`config.mk`:
```
export PLATFORM = sky130hd
export DESIGN_NAME = sed_supervisor
export DESIGN_NICKNAME = d
export VERILOG_FILES = /design/src/rtl/sed_pkg.sv /design/src/rtl/sync_2ff.sv /design/src/rtl/sed_supervisor.sv
export SDC_FILE = /design/constraint.sdc
export NUM_CORES = 1
export LEC_CHECK = 0
export ABC_AREA = 1
export CAP_MARGIN = 25
export CORE_AREA = 2 2 98 100
export DETAILED_ROUTE_END_ITERATION = 8
export DIE_AREA = 0 0 100 102
export DONT_BUFFER_PORTS = 1
export GPL_TIMING_DRIVEN = 0
export SYNTH_ARGS = -nofsm -noshare
export SYNTH_HDL_FRONTEND = slang
export SYNTH_SLANG_ARGS = --single-unit
export TNS_END_PERCENT = 5
```
`constraint.sdc`:
```
create_clock -name clk_i -period 1.9 [get_ports clk_i]
set_input_delay 0.285 -clock clk_i [delete_from_list [all_inputs] [get_ports clk_i]]
set_output_delay 0.285 -clock clk_i [all_outputs]
set_load 0.02 [all_outputs]
```
`src/rtl/sed_pkg.sv`:
```
`timescale 1ns/1ps
`default_nettype none
// +----------------------------------------------------------------------+
// | sed_pkg : shared state encoding and constants for the SED supervisor |
// | Rev 1.0                                                              |
// +----------------------------------------------------------------------+
package sed_pkg;

  typedef enum logic [2:0] {
    IDLE   = 3'd0,
    WARMUP = 3'd1,
    READY  = 3'd2,
    START  = 3'd3,
    BUSY   = 3'd4,
    EVAL   = 3'd5,
    GAP    = 3'd6
  } sed_state_e;

  localparam int unsigned C_MIN_GAP = 16;

  function automatic int unsigned eff_gap(input int unsigned gap);
    return (gap < C_MIN_GAP) ? C_MIN_GAP : gap;
  endfunction

endpackage
`default_nettype wire

```
`src/rtl/sync_2ff.sv`:
```
`timescale 1ns/1ps
`default_nettype none
// +----------------------------------------------------------------------+
// | sync_2ff : two-flop synchronizer for one asynchronous status bit     |
// | Rev 1.0                                                              |
// +----------------------------------------------------------------------+
module sync_2ff (
  input  logic clk_i,
  input  logic rst_n_i,
  input  logic d_i,
  output logic q_o
);

  logic r_meta;
  logic r_sync;

  always_ff @(posedge clk_i or negedge rst_n_i) begin
    if (!rst_n_i) begin
      r_meta <= 1'b0;
      r_sync <= 1'b0;
    end else begin
      r_meta <= d_i;
      r_sync <= r_meta;
    end
  end

  assign q_o = r_sync;

endmodule
`default_nettype wire

```
`src/rtl/sed_supervisor.sv`:
```
`timescale 1ns/1ps
`default_nettype none
// +----------------------------------------------------------------------+
// | sed_supervisor : sequences SED primitive scans, confirms errors,     |
// | detects hung scans and keeps scan/error statistics.  Rev 1.0         |
// +----------------------------------------------------------------------+
module sed_supervisor
  import sed_pkg::*;
#(
  parameter int unsigned STARTUP_CYCLES = 128,
  parameter int unsigned GAP_CYCLES     = 16,
  parameter int unsigned TIMEOUT_CYCLES = 1048576,
  parameter int unsigned CONFIRM_SCANS  = 2,
  parameter int unsigned CNT_W          = 16,
  parameter bit          CONTINUOUS     = 1'b1
) (
  input  logic             clk_i,
  input  logic             rst_n_i,
  input  logic             enable_i,
  input  logic             start_i,
  input  logic             clear_i,
  input  logic             sed_err_i,
  input  logic             sed_done_i,
  input  logic             sed_inprog_i,
  output logic             sed_enable_o,
  output logic             sed_start_o,
  output logic             busy_o,
  output logic             err_o,
  output logic             timeout_o,
  output logic [CNT_W-1:0] scan_cnt_o,
  output logic [CNT_W-1:0] err_cnt_o
);

  localparam int unsigned c_startup = (STARTUP_CYCLES == 0) ? 1 : STARTUP_CYCLES;
  localparam int unsigned c_gap     = eff_gap(GAP_CYCLES);
  localparam int unsigned c_timeout = (TIMEOUT_CYCLES == 0) ? 1 : TIMEOUT_CYCLES;
  localparam int unsigned c_ph_max  = (c_startup > c_gap) ? c_startup : c_gap;
  localparam int unsigned c_ph_w    = $clog2(c_ph_max + 1);
  localparam int unsigned c_tmo_w   = $clog2(c_timeout + 1);
  localparam logic [3:0]  c_confirm = 4'(CONFIRM_SCANS);

  sed_state_e         r_state;
  sed_state_e         w_next;
  logic [c_ph_w-1:0]  r_ph;
  logic [c_tmo_w-1:0] r_tmo;
  logic               r_kill;
  logic               r_err;
  logic               r_timeout;
  logic [3:0]         r_streak;
  logic [CNT_W-1:0]   r_scan_cnt;
  logic [CNT_W-1:0]   r_err_cnt;

  logic err_s, done_s, inprog_s;
  logic w_warm_end, w_gap_end, w_scanning, w_tmo_set, w_eval, w_confirm;
  logic [3:0] w_streak_inc;

  sync_2ff u_sync_err    (.clk_i(clk_i), .rst_n_i(rst_n_i), .d_i(sed_err_i),    .q_o(err_s));
  sync_2ff u_sync_done   (.clk_i(clk_i), .rst_n_i(rst_n_i), .d_i(sed_done_i),   .q_o(done_s));
  sync_2ff u_sync_inprog (.clk_i(clk_i), .rst_n_i(rst_n_i), .d_i(sed_inprog_i), .q_o(inprog_s));

  assign w_warm_end   = (r_ph == c_ph_w'(c_startup - 1));
  assign w_gap_end    = (r_ph == c_ph_w'(c_gap - 1));
  assign w_scanning   = (r_state == START) || (r_state == BUSY);
  assign w_tmo_set    = enable_i && w_scanning && (r_tmo == c_tmo_w'(c_timeout - 1));
  assign w_eval       = enable_i && (r_state == EVAL);
  assign w_streak_inc = r_streak + 4'd1;
  assign w_confirm    = w_eval && err_s && (w_streak_inc == c_confirm);

  always_ff @(posedge clk_i or negedge rst_n_i) begin
    if (!rst_n_i) begin
      r_state <= IDLE;
    end else begin
      r_state <= w_next;
    end
  end

  always_comb begin
    w_next       = r_state;
    sed_enable_o = (r_state != IDLE) && !r_kill;
    sed_start_o  = (r_state == START);
    busy_o       = (r_state == START) || (r_state == BUSY) || (r_state == EVAL);
    unique case (r_state)
      IDLE:    if (enable_i) w_next = WARMUP;
      WARMUP:  if (w_warm_end) w_next = CONTINUOUS ? START : READY;
      READY:   if (start_i) w_next = START;
      START: begin
        if (w_tmo_set)     w_next = WARMUP;
        else if (inprog_s) w_next = BUSY;
      end
      BUSY: begin
        if (w_tmo_set)                w_next = WARMUP;
        else if (done_s && !inprog_s) w_next = EVAL;
      end
      EVAL:    w_next = GAP;
      GAP:     if (w_gap_end) w_next = CONTINUOUS ? START : READY;
      default: w_next = IDLE;
    endcase
    if (!enable_i) w_next = IDLE;
  end

  // Phase counter times WARMUP and GAP; restarts on every state change.
  always_ff @(posedge clk_i or negedge rst_n_i) begin
    if (!rst_n_i) begin
      r_ph       <= '0;
      r_tmo      <= '0;
      r_kill     <= 1'b0;
      r_err      <= 1'b0;
      r_timeout  <= 1'b0;
      r_streak   <= '0;
      r_scan_cnt <= '0;
      r_err_cnt  <= '0;
    end else begin
      if ((w_next != r_state) || !((r_state == WARMUP) || (r_state == GAP)))
        r_ph <= '0;
      else
        r_ph <= r_ph + c_ph_w'(1);

      if (w_scanning && ((w_next == START) || (w_next == BUSY)))
        r_tmo <= r_tmo + c_tmo_w'(1);
      else
        r_tmo <= '0;

      r_kill <= w_tmo_set;

      // Set events take priority over a simultaneous clear.
      if (w_confirm)    r_err <= 1'b1;
      else if (clear_i) r_err <= 1'b0;

      if (w_tmo_set)    r_timeout <= 1'b1;
      else if (clear_i) r_timeout <= 1'b0;

      if (!enable_i)    r_streak <= '0;
      else if (w_eval)  r_streak <= (err_s && !w_confirm) ? w_streak_inc : 4'd0;
      else if (clear_i) r_streak <= '0;

      if (w_eval && (r_scan_cnt != {CNT_W{1'b1}}))
        r_scan_cnt <= r_scan_cnt + CNT_W'(1);

      if (w_confirm && (r_err_cnt != {CNT_W{1'b1}}))
        r_err_cnt <= r_err_cnt + CNT_W'(1);
    end
  end

  assign err_o      = r_err;
  assign timeout_o  = r_timeout;
  assign scan_cnt_o = r_scan_cnt;
  assign err_cnt_o  = r_err_cnt;

endmodule
`default_nettype wire

```
==> summary.md <==
| Metric | Value |
|---|---|
| Syn Inst Count | `449` |
| Required time worst endpoint | `2.14 ns` |
| CP Capture Type | `flip-flop` |
| XOR/XNOR Fraction of Synth Area | `0.114` |
| Cell internal pwr | `2270 uW` |
| Fin. max-slew vios | `0` |
| Die area | `0.0102 mm2` |
| Cell variety after synth | `34` |
| Fin Setup TNS | `0 ns` |
| Die span in x | `100 um` |
| Failing checks | `negative hold slack` |
| Worst Setup SP | `r_tmo[0]` |
| Setup WS post-layout | `0.0407 ns` |
| Worst-margin pin slew | `0.588 ns` |
| Compound-cell area share of the yosys netlist | `0.0248` |
| Setup Slack @ Placement | `-0.129 ns` |
| Detailed Route Iter0 Violations | `96` |
| Final nets | `493` |
| RSZ-0062 raised after global routing | `yes` |
| Post-synthesis mux area share | `0.00282` |
| Simple-Gate Fraction of Synth Area | `0.302` |
| Clock Sinks | `77` |
| Final Hold Fails | `77` |
| Area Growth Syn to Fin | `17.4%` |
| Psw | `657 uW` |
| Core Area | `0.00911 mm2` |
| First-pass GRT wire length | `13.3 mm` |
| Synth Register Bits | `77` |
| Share of cells above drive strength 1 | `0.256` |
| Post-Syn Area | `0.00399 mm2` |
| Vias/cell | `4.94` |
| Main combinational cell family by area after synthesis | `simple AND/OR/NAND/NOR gates` |
| Post-synthesis sequential area ratio | `0.483` |
| Root Buffer | `clkbuf_8` |
| Number of synthesized flops with an enable pin | `0` |
| Main synth FF type | `dfrtp_1` |
| Initial core utilization | `0.438` |
| Clock Pin Slew Worst Setup and Hold Paths | `0.08 ns` |
| Comb pwr share | `0.014` |
| Clock power share | `0.418` |
| Hold WS | `-0.378 ns` |
| R2R Path Start | `r_tmo[0]` |
| Drt drc | `0` |
| Worst path cell trace | `ha_2, nand2_2, nor2_4, nand2_4, nor2_8, nand2_4, nand2_2, nand2_2, nand2_2, inv_2, nand2_2, nand2_2, nand2_4, clkbuf_16, nor2_2` |
| Ys Warns | `0` |
| Power share of the sequential group | `0.568` |
| Worst path slowest cell | `dfrtp_1` |
| 1st-pass router iterations | `4` |
| CTS H-Tree Depth | `3` |
| Largest net degree at the start of global routing | `78` |
| Num CTS Buffers | `9` |
| Largest stage delay on the critical path | `0.37 ns` |
| Final wirelength | `8.01 mm` |
| Drt wl/cell | `13.5 um` |
| Post-Synthesis Mean Instance Area | `8.89 um2` |
| Antenna violations before repair | `0` |
| Final setup vio count | `0` |
| Longest Clk Path Bufs | `2` |
| GPL Wtd Cong | `0.857` |
| Worst Hold Class | `in -> async` |
| Syn_nets | `463` |
| Sw frac | `0.224` |
| CP most frequent cell | `nand2_2` |
| Antenna-violating nets left | `0` |
| CP bufs+invs | `2` |
| Maximum fanout along the worst path | `5` |
| Slew margin rel. | `0.606` |
| VDD IR max | `0.000365 V` |
| WS Path Type | `reg -> reg` |
| CP Launch Type | `flip-flop` |
| Rows | `35` |
| Leakage power | `0.00215 uW` |
| Die H | `102 um` |
| Crit path max-delay family | `simple AND/OR/NAND/NOR gates` |
| Max-cap viol count | `0` |
| Post-CTS Hold Fix Bufs | `3` |
| Vias in the first global route | `2867` |
| I/O pins | `45` |
| N_diodes | `0` |
| Clk_skew | `0.00915 ns` |
| Total GRT Usage | `0.163` |
| CTS tree | `built` |
| Synth Area in Adders | `0.0188` |
| Max frequency | `538 MHz` |
| Reg2reg setup slack | `0.04 ns` |
| Grt ovf | `0` |
| Outcome | `finished with violations` |
| Fraction of registers with async set/reset | `1.00` |
| Fin crit share | `0.979` |
| Vias | `2937` |
| Post-DP HPWL | `5.27 mm` |
| Fill cells | `862` |
| Min cycle time layout | `1.86 ns` |
| I/O Buffers | `0` |
| P per Cell Area | `625 mW/mm2` |
| Total power | `2930 uW` |
| CP arrival | `2.10 ns` |
| Worst skew pair latency | `0.35 ns` |
## power groups by stage
stage / Sequential [uW] / Clock, uW / Combinational (uW)
after floorplan: 1690 / 0 / 25.4
after global placement: 1690 / 0 / 30.1
after detailed placement: 1690 / 0 / 30.9
after CTS: 1660 / 1260 / 35.7
after global routing: 1670 / 1330 / 48.8
final: 1660 / 1220 / 42.0
## worst register-to-register path, stage by stage, from the launching register on
cell,delay (ns)
dfrtp_1,0.37
ha_2,0.20
nand2_2,0.07
nor2_4,0.12
nand2_4,0.08
nor2_8,0.11
nand2_4,0.08
nand2_2,0.06
nand2_2,0.06
nand2_2,0.08
inv_2,0.04
nand2_2,0.06
nand2_2,0.06
nand2_4,0.14
clkbuf_16,0.17
nor2_2,0.03
## timing repair
| item | CTS | global route |
|---|---|---|
| pin swaps | 3 | 13 |
| cloned | 0 | 2 |
| buffers inserted | 4 | 10 |
| resized for setup | 17 | 37 |
| hold endpoints to repair | 80 | 77 |
| setup endpoints to repair | 44 | 48 |
## final timing paths
path                            cells after the start             end
worst max-delay path                               15       r_tmo[10]
worst min-delay path                                0      r_state[1]
worst max register to register                     15       r_tmo[10]
worst min register to register                      0  u_sync_err.q_o
max in group asynchronous                           0    err_cnt_o[6]
min in group clk_i                                  1       timeout_o
## synth_stat cells (3+ instances only)
cell type	n	area (um2)
nor4_1	3	18.8
xor2_1	35	307
nand3_2	3	30.0
nand2_1	89	334
xnor2_1	17	149
nand2_4	3	33.8
nand3b_1	3	22.5
nand4_1	8	50.1
nor3_1	12	60.1
nor2_1	44	165
nor2_2	23	144
nor2_4	5	56.3
ha_1	6	75.1
nand3_1	36	180
o21ai_0	9	45.0
inv_2	4	15.0
dfrtp_1	77	1930
nand2_2	8	50.1
inv_1	45	169
## cell usage in the layout, fill, tap and decap left out, drive strengths merged, types with 12 or more instances in the layout
master	count
nor2	73
xnor2	17
nand2	100
nand3	39
clkbuf	12
inv	49
xor2	35
dfrtp	77
buf	17
nor3	13
## layer usage
metal  share of wire  track usage  up-vias
met1            0.46        0.210     1392
met2            0.49        0.265       42
met4           0.019       0.0685        0
met3           0.036       0.0397       12
li1                -            -     1491
met5               0            0        -
## metrics by stage
| step | hold WS (ns) | cells | area (um2) | util |
|---|---|---|---|---|
| final | -0.378 | 595 | 4680 | 0.514 |
| after global routing | -0.406 | 595 | 4680 | 0.514 |
| after CTS | -0.394 | 583 | 4440 | 0.487 |
| after detailed placement | -0.00589 | 560 | 4130 | 0.453 |
| after global placement | -0.00653 | 560 | 4130 | 0.453 |
| after floorplan | -0.0106 | 449 | 3990 | - |
## kinds of logic after synthesis
group	after synthesis
AOI/OAI and AO/OA	17
buffers and inverters	53
and+or+nand+nor	243
xor gates and xnor gates	52
adders and majority gates	6
DFF	77
muxes	1
## sequential cells by signal, summed over array words and instances (netlist names), 3 cells and up
register and count:
err_cnt_o 16, r_ph 8, r_state 3, r_streak 4, r_tmo 21, scan_cnt_o 16
## cell type report
class	count	area, um2	share of cell area
Buffer	3	51.3	0.0110
Clock buffer	10	128	0.0272
Clock inverter	6	63.8	0.0136
Inverter	50	191	0.0409
Multi-Input combinational cell	319	1980	0.424
Sequential cell	77	1940	0.415
Tap cell	111	139	0.0296
Timing Repair Buffer	19	185	0.0395
No activity file was read; power rests on OpenSTA's default activity.
